`src/rtl/spi_frame_slave_pkg.sv`:
```
// spi_frame_slave: shared frame constants, FSM states and byte-order helper.
// Bytes travel LSB-first on the wire, bits MSB-first within each byte.
package spi_frame_pkg;

  localparam int FRAME_BITS     = 32;
  localparam int TX_BITS        = 24;
  localparam int STATUS_BITS    = 8;
  localparam int STATUS_TXVALID = 0;
  localparam int STATUS_OVERRUN = 1;
  localparam int CNT_W          = $clog2(FRAME_BITS) + 1;

  typedef enum logic [1:0] {
    ST_IDLE,
    ST_SHIFT,
    ST_DONE
  } frame_state_t;

  // Wire order <-> word order is a plain byte reversal.
  function automatic logic [FRAME_BITS-1:0] bswap(
    input logic [FRAME_BITS-1:0] w
  );
    return {w[7:0], w[15:8], w[23:16], w[31:24]};
  endfunction

endpackage

```
`src/rtl/spi_frame_slave_if.sv`:
```
// spi_frame_slave: consumer-side rd/wr handshake bundle.
// The slave modport is the SPI front end, master is the opcode consumer.
interface spi_frame_if;
  import spi_frame_pkg::*;

  logic [FRAME_BITS-1:0] rd_data;
  logic                  rd_data_available;
  logic                  rd_ack;
  logic [TX_BITS-1:0]    wr_data;
  logic                  wr_en;
  logic                  wr_buffer_free;
  logic                  overrun;

  modport slave (
    output rd_data,
    output rd_data_available,
    output wr_buffer_free,
    output overrun,
    input  rd_ack,
    input  wr_data,
    input  wr_en
  );

  modport master (
    input  rd_data,
    input  rd_data_available,
    input  wr_buffer_free,
    input  overrun,
    output rd_ack,
    output wr_data,
    output wr_en
  );

endinterface

```
`src/rtl/spi_frame_slave_sync_edge.sv`:
```
// spi_sync_edge: multi-flop synchronizer with registered edge detect.
// Reset to 0 so a pin held low through reset never produces a fall.
module spi_sync_edge #(
  parameter int STAGES = 2
) (
  input  logic clk,
  input  logic reset_n,
  input  logic pin,
  output logic rise,
  output logic fall
);

  logic [STAGES-1:0] sync;
  logic              prev;
  logic              level;

  always_ff @(posedge clk or negedge reset_n) begin
    if (!reset_n) begin
      sync <= '0;
      prev <= 1'b0;
    end else begin
      sync <= {sync[STAGES-2:0], pin};
      prev <= level;
    end
  end

  assign level = sync[STAGES-1];
  assign rise  = level & ~prev;
  assign fall  = ~level & prev;

endmodule

```
`src/rtl/spi_frame_slave.sv`:
```
// spi_frame_slave: SPI mode-0 slave, 32-bit rx frames in, status+24-bit
// response out, oversampled on the system clock.
module spi_frame_slave
  import spi_frame_pkg::*;
#(
  parameter int SYNC_STAGES = 2
) (
  input  logic        clk,
  input  logic        reset_n,
  input  logic        SPI_SCK,
  input  logic        SPI_SS,
  input  logic        SPI_MOSI,
  output logic        SPI_MISO,
  spi_frame_if.slave  host
);

  localparam logic [CNT_W-1:0] LAST_BIT = CNT_W'(FRAME_BITS - 1);

  logic sck_rise, sck_fall;
  logic ss_rise, ss_fall;
  logic [SYNC_STAGES-1:0] mosi_sync;
  logic mosi_s;

  frame_state_t state, state_next;
  logic frame_start, sample, advance;
  logic frame_done, abort;

  logic [CNT_W-1:0]      bit_cnt;
  logic [FRAME_BITS-2:0] rx_shift;
  logic [FRAME_BITS-1:0] tx_shift;
  logic [FRAME_BITS-1:0] rx_word;
  logic [FRAME_BITS-1:0] tx_word;
  logic [STATUS_BITS-1:0] status;
  logic                  sent_ovr;
  logic                  miso;

  logic [FRAME_BITS-1:0] rd_data;
  logic                  avail;
  logic                  overrun;
  logic [TX_BITS-1:0]    tx_buf;
  logic                  tx_full;
  logic                  tx_inflight;

  spi_sync_edge #(.STAGES(SYNC_STAGES)) u_sck (
    .clk     (clk),
    .reset_n (reset_n),
    .pin     (SPI_SCK),
    .rise    (sck_rise),
    .fall    (sck_fall)
  );

  spi_sync_edge #(.STAGES(SYNC_STAGES)) u_ss (
    .clk     (clk),
    .reset_n (reset_n),
    .pin     (SPI_SS),
    .rise    (ss_rise),
    .fall    (ss_fall)
  );

  // MOSI shares the synchronizer depth so it lines up with sck_rise.
  always_ff @(posedge clk or negedge reset_n) begin
    if (!reset_n) mosi_sync <= '0;
    else          mosi_sync <= {mosi_sync[SYNC_STAGES-2:0], SPI_MOSI};
  end

  assign mosi_s = mosi_sync[SYNC_STAGES-1];

  always_ff @(posedge clk or negedge reset_n) begin
    if (!reset_n) state <= ST_IDLE;
    else          state <= state_next;
  end

  always_comb begin
    state_next  = state;
    frame_start = 1'b0;
    sample      = 1'b0;
    advance     = 1'b0;
    frame_done  = 1'b0;
    abort       = 1'b0;
    unique case (state)
      ST_IDLE: begin
        if (ss_fall) begin
          frame_start = 1'b1;
          state_next  = ST_SHIFT;
        end
      end
      ST_SHIFT: begin
        if (ss_rise) begin
          abort      = 1'b1;
          state_next = ST_IDLE;
        end else if (sck_rise) begin
          sample = 1'b1;
          if (bit_cnt == LAST_BIT) begin
            frame_done = 1'b1;
            state_next = ST_DONE;
          end
        end else if (sck_fall) begin
          advance = 1'b1;
        end
      end
      ST_DONE: begin
        if (ss_rise) state_next = ST_IDLE;
      end
      default: state_next = ST_IDLE;
    endcase
  end

  always_comb begin
    status                 = '0;
    status[STATUS_TXVALID] = tx_full;
    status[STATUS_OVERRUN] = overrun;
  end

  assign tx_word = bswap({tx_full ? tx_buf : '0, status});
  assign rx_word = {rx_shift, mosi_s};

  always_ff @(posedge clk or negedge reset_n) begin
    if (!reset_n) begin
      bit_cnt  <= '0;
      rx_shift <= '0;
      tx_shift <= '0;
      sent_ovr <= 1'b0;
      miso     <= 1'b0;
    end else if (frame_start) begin
      bit_cnt  <= '0;
      rx_shift <= '0;
      tx_shift <= tx_word;
      sent_ovr <= overrun;
      miso     <= tx_word[FRAME_BITS-1];
    end else begin
      // MISO trails the shift register by one clk.
      miso <= (state_next == ST_SHIFT) ? tx_shift[FRAME_BITS-1] : 1'b0;
      if (sample) begin
        rx_shift <= rx_word[FRAME_BITS-2:0];
        bit_cnt  <= bit_cnt + 1'b1;
      end
      if (advance) tx_shift <= {tx_shift[FRAME_BITS-2:0], 1'b0};
      if (abort)   rx_shift <= '0;
    end
  end

  always_ff @(posedge clk or negedge reset_n) begin
    if (!reset_n) begin
      rd_data     <= '0;
      avail       <= 1'b0;
      overrun     <= 1'b0;
      tx_buf      <= '0;
      tx_full     <= 1'b0;
      tx_inflight <= 1'b0;
    end else begin
      if (frame_done && (!avail || host.rd_ack)) begin
        rd_data <= bswap(rx_word);
        avail   <= 1'b1;
      end else if (host.rd_ack) begin
        avail <= 1'b0;
      end
      if (frame_done && avail && !host.rd_ack) overrun <= 1'b1;
      else if (frame_done && sent_ovr)         overrun <= 1'b0;
      if (host.wr_en && !tx_full) begin
        tx_buf  <= host.wr_data;
        tx_full <= 1'b1;
      end
      if (frame_start && tx_full) begin
        tx_inflight <= 1'b1;
      end else if (frame_done && tx_inflight) begin
        tx_full     <= 1'b0;
        tx_inflight <= 1'b0;
      end else if (abort) begin
        tx_inflight <= 1'b0;
      end
    end
  end

  assign SPI_MISO               = miso;
  assign host.rd_data           = rd_data;
  assign host.rd_data_available = avail;
  assign host.overrun           = overrun;
  assign host.wr_buffer_free    = ~tx_full;

endmodule

```
`src/flat_wrapper.sv`:
```
// flat-port wrapper written by rule: the top's interface ports become plain ports
module spi_frame_slave_flat import spi_frame_pkg::*;
#(
  parameter int SYNC_STAGES = 2
)
  (clk, reset_n, SPI_SCK, SPI_SS, SPI_MOSI, SPI_MISO, host_rd_data, host_rd_data_available, host_wr_buffer_free, host_overrun, host_rd_ack, host_wr_data, host_wr_en);
  spi_frame_if host_i ();
  input  logic clk;
  input  logic reset_n;
  input  logic SPI_SCK;
  input  logic SPI_SS;
  input  logic SPI_MOSI;
  output logic SPI_MISO;
  output wire logic [$bits(host_i.rd_data)-1:0] host_rd_data;
  output wire logic [$bits(host_i.rd_data_available)-1:0] host_rd_data_available;
  output wire logic [$bits(host_i.wr_buffer_free)-1:0] host_wr_buffer_free;
  output wire logic [$bits(host_i.overrun)-1:0] host_overrun;
  input wire logic [$bits(host_i.rd_ack)-1:0] host_rd_ack;
  input wire logic [$bits(host_i.wr_data)-1:0] host_wr_data;
  input wire logic [$bits(host_i.wr_en)-1:0] host_wr_en;
  assign host_rd_data = host_i.rd_data;
  assign host_rd_data_available = host_i.rd_data_available;
  assign host_wr_buffer_free = host_i.wr_buffer_free;
  assign host_overrun = host_i.overrun;
  assign host_i.rd_ack = host_rd_ack;
  assign host_i.wr_data = host_wr_data;
  assign host_i.wr_en = host_wr_en;
  spi_frame_slave #(.SYNC_STAGES(SYNC_STAGES)) u_core (.clk(clk), .reset_n(reset_n), .SPI_SCK(SPI_SCK), .SPI_SS(SPI_SS), .SPI_MOSI(SPI_MOSI), .SPI_MISO(SPI_MISO), .host(host_i));
endmodule
```
`config.mk`:
```
export PLATFORM = sky130hd
export DESIGN_NAME = spi_frame_slave_flat
export DESIGN_NICKNAME = d
export VERILOG_FILES = /design/src/rtl/spi_frame_slave_pkg.sv /design/src/rtl/spi_frame_slave_if.sv /design/src/rtl/spi_frame_slave_sync_edge.sv /design/src/rtl/spi_frame_slave.sv /design/src/flat_wrapper.sv
export SDC_FILE = /design/constraint.sdc
export NUM_CORES = 1
export LEC_CHECK = 0
export BUFFER_PORTS_ARGS = -buffer_cell sky130_fd_sc_hd__buf_2
export CORE_ASPECT_RATIO = 0.75
export CORE_MARGIN = 5
export CORE_UTILIZATION = 52
export CTS_BUF_LIST = sky130_fd_sc_hd__clkbuf_16
export DETAILED_ROUTE_END_ITERATION = 10
export GPL_ROUTABILITY_DRIVEN = 0
export PLACE_DENSITY_LB_ADDON = 0.1
export SLEW_MARGIN = 20
export SYNTH_ARGS = -nofsm -noshare
export SYNTH_HDL_FRONTEND = slang
export SYNTH_SLANG_ARGS = --single-unit
```
`constraint.sdc`:
```
create_clock -name clk -period 1.67 [get_ports clk]
set_input_delay 0.334 -clock clk [delete_from_list [all_inputs] [get_ports clk]]
set_output_delay 0.334 -clock clk [all_outputs]
set_load 0.05 [all_outputs]
```
Yosys cells after proc, flatten, opt, wreduce, memory -nomap -nowiden
Cells that the tools add are included.
W data, S select, Z words.
{"block": "totals", "elab_cells": 90, "inputBits": 31, "romBits": 0, "regBits": 141, "ram_bits": 0, "n_memories": 0, "out_inout_bits": 36, "latchBits": 0}
{"block": "op_classes", "n_reduce_logical": 18, "n_lt_le_gt_ge": 0, "mux": 41, "bitwise_logic": 9, "addsub": 1, "div": 0, "n_eq_ne": 4, "n_shift": 0, "multipliers": 0}
{"op": "$mux W31", "n": 3}
{"op": "$mux W32", "n": 2}
{"op": "$mux W1", "n": 27}
{"op": "$mux W24", "n": 1}
{"op": "$mux W6", "n": 2}
{"op": "$mux W2", "n": 5}
{"op": "$reduce_bool A2 Y1", "n": 4}
{"op": "$logic_and A1 B1 Y1", "n": 7}
{"op": "$add A6 B1 Y6 const B", "n": 1}
{"op": "$eq A6 B5 Y1 const B", "n": 1}
{"op": "$pmux W2 S3", "n": 1}
{"op": "$reduce_bool A3 Y1", "n": 2}
{"op": "$not A1 Y1", "n": 5}
{"op": "$and A1 B1 Y1", "n": 4}
{"op": "$eq A2 B1 Y1 const B", "n": 2}
{"op": "$logic_not A1 Y1", "n": 3}
{"op": "$eq A2 B2 Y1 const B", "n": 1}
{"op": "$logic_not A2 Y1", "n": 1}
{"op": "$logic_or A1 B1 Y1", "n": 1}

Longest topological paths before layout
{"block": "logic_depth", "ltp_word": 8, "depth_mapped": 7, "depth_no_buf": 4}

Modules after synthesis
Synthesis repeated with hierarchy kept, for this count alone.
{"block": "hier_totals", "hier_cells": 436, "area_unflattened_um2": 6039.5}
{"mod": "spi_frame_slave", "seq_area_each_um2": 3378.2, "area_each_um2": 5859.4, "cells_per_inst": 426, "n_inst": 1}
{"mod": "spi_sync_edge", "seq_area_each_um2": 75.1, "area_each_um2": 90.1, "cells_per_inst": 5, "n_inst": 2}

Worst setup path after synthesis
Ideal clock, no wire load.
{"block": "synth_path", "path_kind": "register -> register", "startpoint": "reg u_core.u_sck.prev", "endpoint": "reg u_core.rd_data[10], in the netlist u_core.host.rd_data[10]", "setup_ns": 0.125, "setup_slack_ns": -0.122, "path_buffers": 2, "synth_period_minus_slack_ns": 1.792, "arrival_time_ns": 1.667, "stages_incl_launch_ff": 7, "cell_sequence": "dfrtp_1 nand2b_1 nor4b_4 and3_1 buf_6 buf_12 mux2_4"}
{"block": "synth_via", "elab_chain_len": 6}
{"item": "from (decl)", "line": "spi_frame_slave_sync_edge.sv:14", "source": "logic prev;"}
{"item": "from (signal assigned)", "line": "spi_frame_slave_sync_edge.sv:23", "source": "prev <= level;"}
{"item": "$not A1 Y1", "line": "spi_frame_slave_sync_edge.sv:28", "source": "assign rise = level & ~prev;"}
{"item": "$and A1 B1 Y1", "line": "spi_frame_slave_sync_edge.sv:28"}
{"item": "$mux W1", "line": "spi_frame_slave.sv:91", "source": "end else if (sck_rise) begin"}
{"item": "$mux W1", "line": "spi_frame_slave.sv:88", "source": "if (ss_rise) begin"}
{"item": "$mux W1", "line": "spi_frame_slave.sv:80", "source": "unique case (state)"}
{"item": "$logic_and A1 B1 Y1", "line": "spi_frame_slave.sv:151", "source": "if (frame_done && (!avail || host.rd_ack)) begin"}
{"item": "to (signal assigned)", "line": "spi_frame_slave.sv:152", "source": "rd_data <= bswap(rx_word);"}
{"item": "to (decl)", "line": "spi_frame_slave.sv:37", "source": "logic [FRAME_BITS-1:0] rd_data;"}
No other way between the ends.
A chain may end at the register's enable or synchronous reset.

Worst setup path in the final report
{"block": "layout_path", "startpoint": "reg u_core.u_ss.sync[1]", "endpoint": "reg u_core.tx_shift[6]"}
{"block": "layout_via", "elab_chain_len": 5, "word_cells_on_any_way": 9}
{"item": "from (decl)", "line": "spi_frame_slave_sync_edge.sv:13", "source": "logic [STAGES-1:0] sync;"}
{"item": "from (signal assigned)", "line": "spi_frame_slave_sync_edge.sv:22", "source": "sync <= {sync[STAGES-2:0], pin};"}
{"item": "$not A1 Y1", "line": "spi_frame_slave_sync_edge.sv:29", "source": "assign fall = ~level & prev;"}
{"item": "$and A1 B1 Y1", "line": "spi_frame_slave_sync_edge.sv:29"}
{"item": "$mux W1", "line": "spi_frame_slave.sv:82", "source": "if (ss_fall) begin"}
{"item": "$mux W1", "line": "spi_frame_slave.sv:80"}
{"item": "$mux W32 / $reduce_bool A2 Y1 (equally long branches)"}
{"item": "to (signal assigned)", "line": "spi_frame_slave.sv:127", "source": "tx_shift <= tx_word;"}
{"item": "to (signal assigned)", "line": "spi_frame_slave.sv:137", "source": "if (advance) tx_shift <= {tx_shift[FRAME_BITS-2:0], 1'b0};"}
{"item": "to (decl)", "line": "spi_frame_slave.sv:30", "source": "logic [FRAME_BITS-1:0] tx_shift;"}
Several ways; a longest one is shown, not always the timed one.

==> metrics.md <==
| Metric | Value |
|---|---|
| Num CTS Buffers | `17` |
| Residual DRC count | `0` |
| Critical Path End | `u_core.tx_shift[6]` |
| Seq/Total Area, Yosys | `61.9%` |
| Post-Route Setup TNS | `-790 ps` |
| Power Density | `between 1000 and 1500 mW/mm2` |
| Placed Area | `between 0.006 and 0.007 mm2` |
| Run status | `complete, but fails checks` |
| WL final | `11,400 um` |
| Starting Density | `around 53%` |
| Post-Syn Instances | `around 400` |
| Die height | `roughly 100 um` |
| R2r startpoint | `u_core.u_ss.sync[1]` |
| WHS | `a little over 30 ps` |
| Placed Cells | `~620` |
| Initial antenna violation count | `0` |
| Final Core Density | `around 67%` |
| Vias in the first global route | `3,626` |
| Worst-margin pin slew | `482 ps` |
| Post-DR wirelength/cell | `between 15 and 20 um` |
| FF+latch count, synth | `141` |
| Top post-synthesis cells by area | `dfrtp_1 62%, mux2_4 7.9%, mux2i_1 5.8%, mux2_2 5.1%, a22o_1 4.8%` |
| Reg2Reg Depth | `7` |
| Synthesized area | `approximately 0.0057 mm2` |
| Fin. max-slew vios | `0` |
| Share of layout cells above drive strength 1 | `between 40% and 50%` |
| Worst hold path class | `in2reg` |
| Tcrit/Tclk final | `105%` |
| Critical Path Source Type | `flip-flop` |
| Root buf cell | `clkbuf_16` |
| Mean Syn Cell Area | `about 14 um2` |
| Yosys cell types | `35` |
| Violated checks | `setup timing` |
| Int Pwr | `around 6.7 mW` |
| Final WS setup | `-88.0 ps` |
| Max layer used | `met4` |
| H-tree depth | `4` |
| CP max stage delay | `380 ps` |
| Element type at the critical path end | `flip-flop` |
| Clock share of power | `roughly 44%` |
| TritonCTS clock tree | `done` |
| Global-route wire length before repair | `around 18,000 um` |
| Die area | `0.0132 mm2` |
| Post-Place Worst Slack | `-53.1 ps` |
| I/O Pins | `67` |
| TritonRoute pass-1 iters | `4` |
| Synth area leader | `dfrtp_1` |
| Synth Warn # | `0` |
| Initial DRC Count | `189` |
| P&R area growth vs syn | `27.8%` |
| Post-synth net total | `around 440` |
| Worst skew pair latency | `about 410 ps` |
| Row cnt | `33` |
| Switching share of power | `between 20% and 30%` |
| Clock sink count | `around 140` |
| Max cap viols | `0` |
| Nets | `541` |
| Crit path launch | `u_core.u_ss.sync[1]` |
| Met3 wire length | `just under 500 um` |
| FF-to-FF End | `u_core.tx_shift[6]` |
| Leak | `between 3 and 4 nW` |
| Gr ovfl total | `0` |
| Routed vias | `about 3,500` |
| CTS clock-pin slew for the worst setup and hold paths | `60 ps` |
| Synth top area share | `a little over 60%` |
| CP Data Arrival Time | `around 2100 ps` |
| DP Wirelength | `6870 um` |
| Diodes inserted | `0` |
| Setup violators final | `24` |
| CP max FO | `8` |
| Fmax achieved | `between 500 and 600 MHz` |
| GR Util All Layers | `around 18%` |
| Crit path max-delay cell type | `dfrtp_1` |
| Post-route ant nets | `0` |
| Fin area | `0.00728 mm2` |
| Sequential Power Share | `between 40% and 50%` |
| Reg2Reg Setup Slack | `-90 ps` |
| Port-buffer cells | `66` |
| Clock Skews | `roughly 7.3 ps` |
| Non-Filler Instances | `660` |
| Rel. slew slack | `about two thirds` |
| Routed met2 length | `about 5000 um` |
| Largest net degree at the start of global routing | `58` |
| Die Wd | `between 100 and 150 um` |
| Metal-1 WL | `5750 um` |
| Critical path type | `reg2reg` |
| Core area | `around 0.011 mm2` |
| Via density | `between 5 and 6` |
| Worst VDD drop | `approximately 0.68 mV` |
| CP required | `between 1500 and 2000 ps` |
| Final min period | `between 1500 and 2000 ps` |
| Sw power | `between 2 and 2.5 mW` |
| Worst path cell trace | `nor2b_4 -> buf_6 -> nor4b_4 -> buf_4 -> buf_12 -> mux2i_2 -> o21ai_1` |
| RSZ-0062 raised after global routing | `yes` |
| Fin. Hold Viols | `0` |
| Logic pwr share | `10.5%` |
| Overall Power | `around 8.7 mW` |
| CTS max path bufs | `2` |
per-layer routing:
metal	global-route usage (%)	vias up
met2	25.4	65
met5	0	-
met1	27.2	1798
met3	4.71	11
li1	-	1670
met4	5.22	0
flip-flops by register name, summed over array words and instances (netlist names), 2 cells and up:
register	count
u_core.tx_shift	32
u_core.u_sck.sync	2
u_core.tx_buf	24
u_core.bit_cnt	6
u_core.state	2
u_core.u_ss.sync	2
u_core.host.rd_data	32
u_core.mosi_sync	2
u_core.rx_shift	31
power groups by stage:
stage | sequential, mW | combinational [mW] | clock, mW
floorplan | 3.95 | 0.489 | 0
global placement | 3.98 | 0.791 | 0
detailed placement | 3.99 | 0.824 | 0
CTS | 3.94 | 0.874 | 3.93
global route | 3.99 | 1.02 | 4.06
finish | 3.95 | 0.912 | 3.85
logic make-up after synthesis:
logic type	count (synthesis)	share of synthesized area, %
flip-flops	141	61.9
multiplexers	89	18.8
AND/OR/NAND/NOR	76	7.48
AO/OA/AOI/OAI	68	8.16
buffers and inverters	27	3.27
XOR/XNOR	1	0.154
adder cells (fa/ha/maj)	1	0.219
area by class of cell:
class	instances	area, um2
clock inverters	13	174
well taps	140	175
multi-input cells	235	2070
fillers	777	3530
clock buffers	17	425
repair buffers	113	908
flip-flops and latches	141	3530
inverters	1	3.75
cell usage after synthesis (all sizes together):
cell type and n:
nand2b 4, and2 1, nor2 11, a21oi 3
nor2b 4, a22o 31, a21o 1, nand4 1
nor3b 1, nor4 1, o2bb2ai 1, nand2 15
nand3 30, o31ai 1, and3 1, mux2 56
ha 1, dfrtp 141, inv 1, o21ai 31
or4 1, mux2i 33, and2b 1, nor4b 3
xnor2 1, clkbuf 14, nand3b 1, buf 12
nor3 1
cell usage in the layout (no fill, tap or decap), types with 2 or more instances in the layout:
cell / n
nor2b_2: 2
mux2_2: 24
buf_6: 4
nand2b_4: 2
o21ai_0: 6
clkinv_2: 2
buf_2: 64
nand3_1: 28
clkinvlp_4: 2
nor2_1: 11
buf_12: 12
buf_4: 29
bufinv_16: 4
a22o_1: 31
dfrtp_1: 140
clkinv_1: 3
nor4b_4: 3
nand2b_1: 2
clkbuf_16: 20
a21oi_1: 2
mux2i_1: 32
nand3_2: 2
nand2_1: 15
o21ai_1: 25
mux2_4: 32
how the worst min path moves through the flow:
| stage | from | end | slack, ps | depth (start not counted) |
|---|---|---|---|---|
| after CTS | SPI_MOSI | u_core.mosi_sync[0] | 10 | 1 |
| final | SPI_MOSI | u_core.mosi_sync[0] | 30 | 1 |
| after global placement | reset_n | u_core.tx_shift[21] | 310 | 1 |
| after global routing | SPI_MOSI | u_core.mosi_sync[0] | 20 | 1 |
| after floorplan | reset_n | u_core.SPI_MISO | 40 | 0 |
| after detailed placement | reset_n | u_core.tx_buf[6] | 310 | 1 |
timing repair:
action | 4_1_cts | 5_1_grt
hold buffers | 1 | 0
buffers inserted | 4 | 6
endpoints found under the hold margin | 43 | 0
pin swaps | 6 | 13
cloned | 2 | 2
resized for setup | 15 | 14
endpoints found under the setup margin | 65 | 68
worst max-delay path: cells and delay by family, from the launching register on:
family	cells	cell delay, ps
buffers and inverters	3	460
AO/OA/AOI/OAI	1	90
AND/OR/NAND/NOR	2	470
flip-flops	1	380
multiplexers	1	230
(Power assumes the default switching activity.)
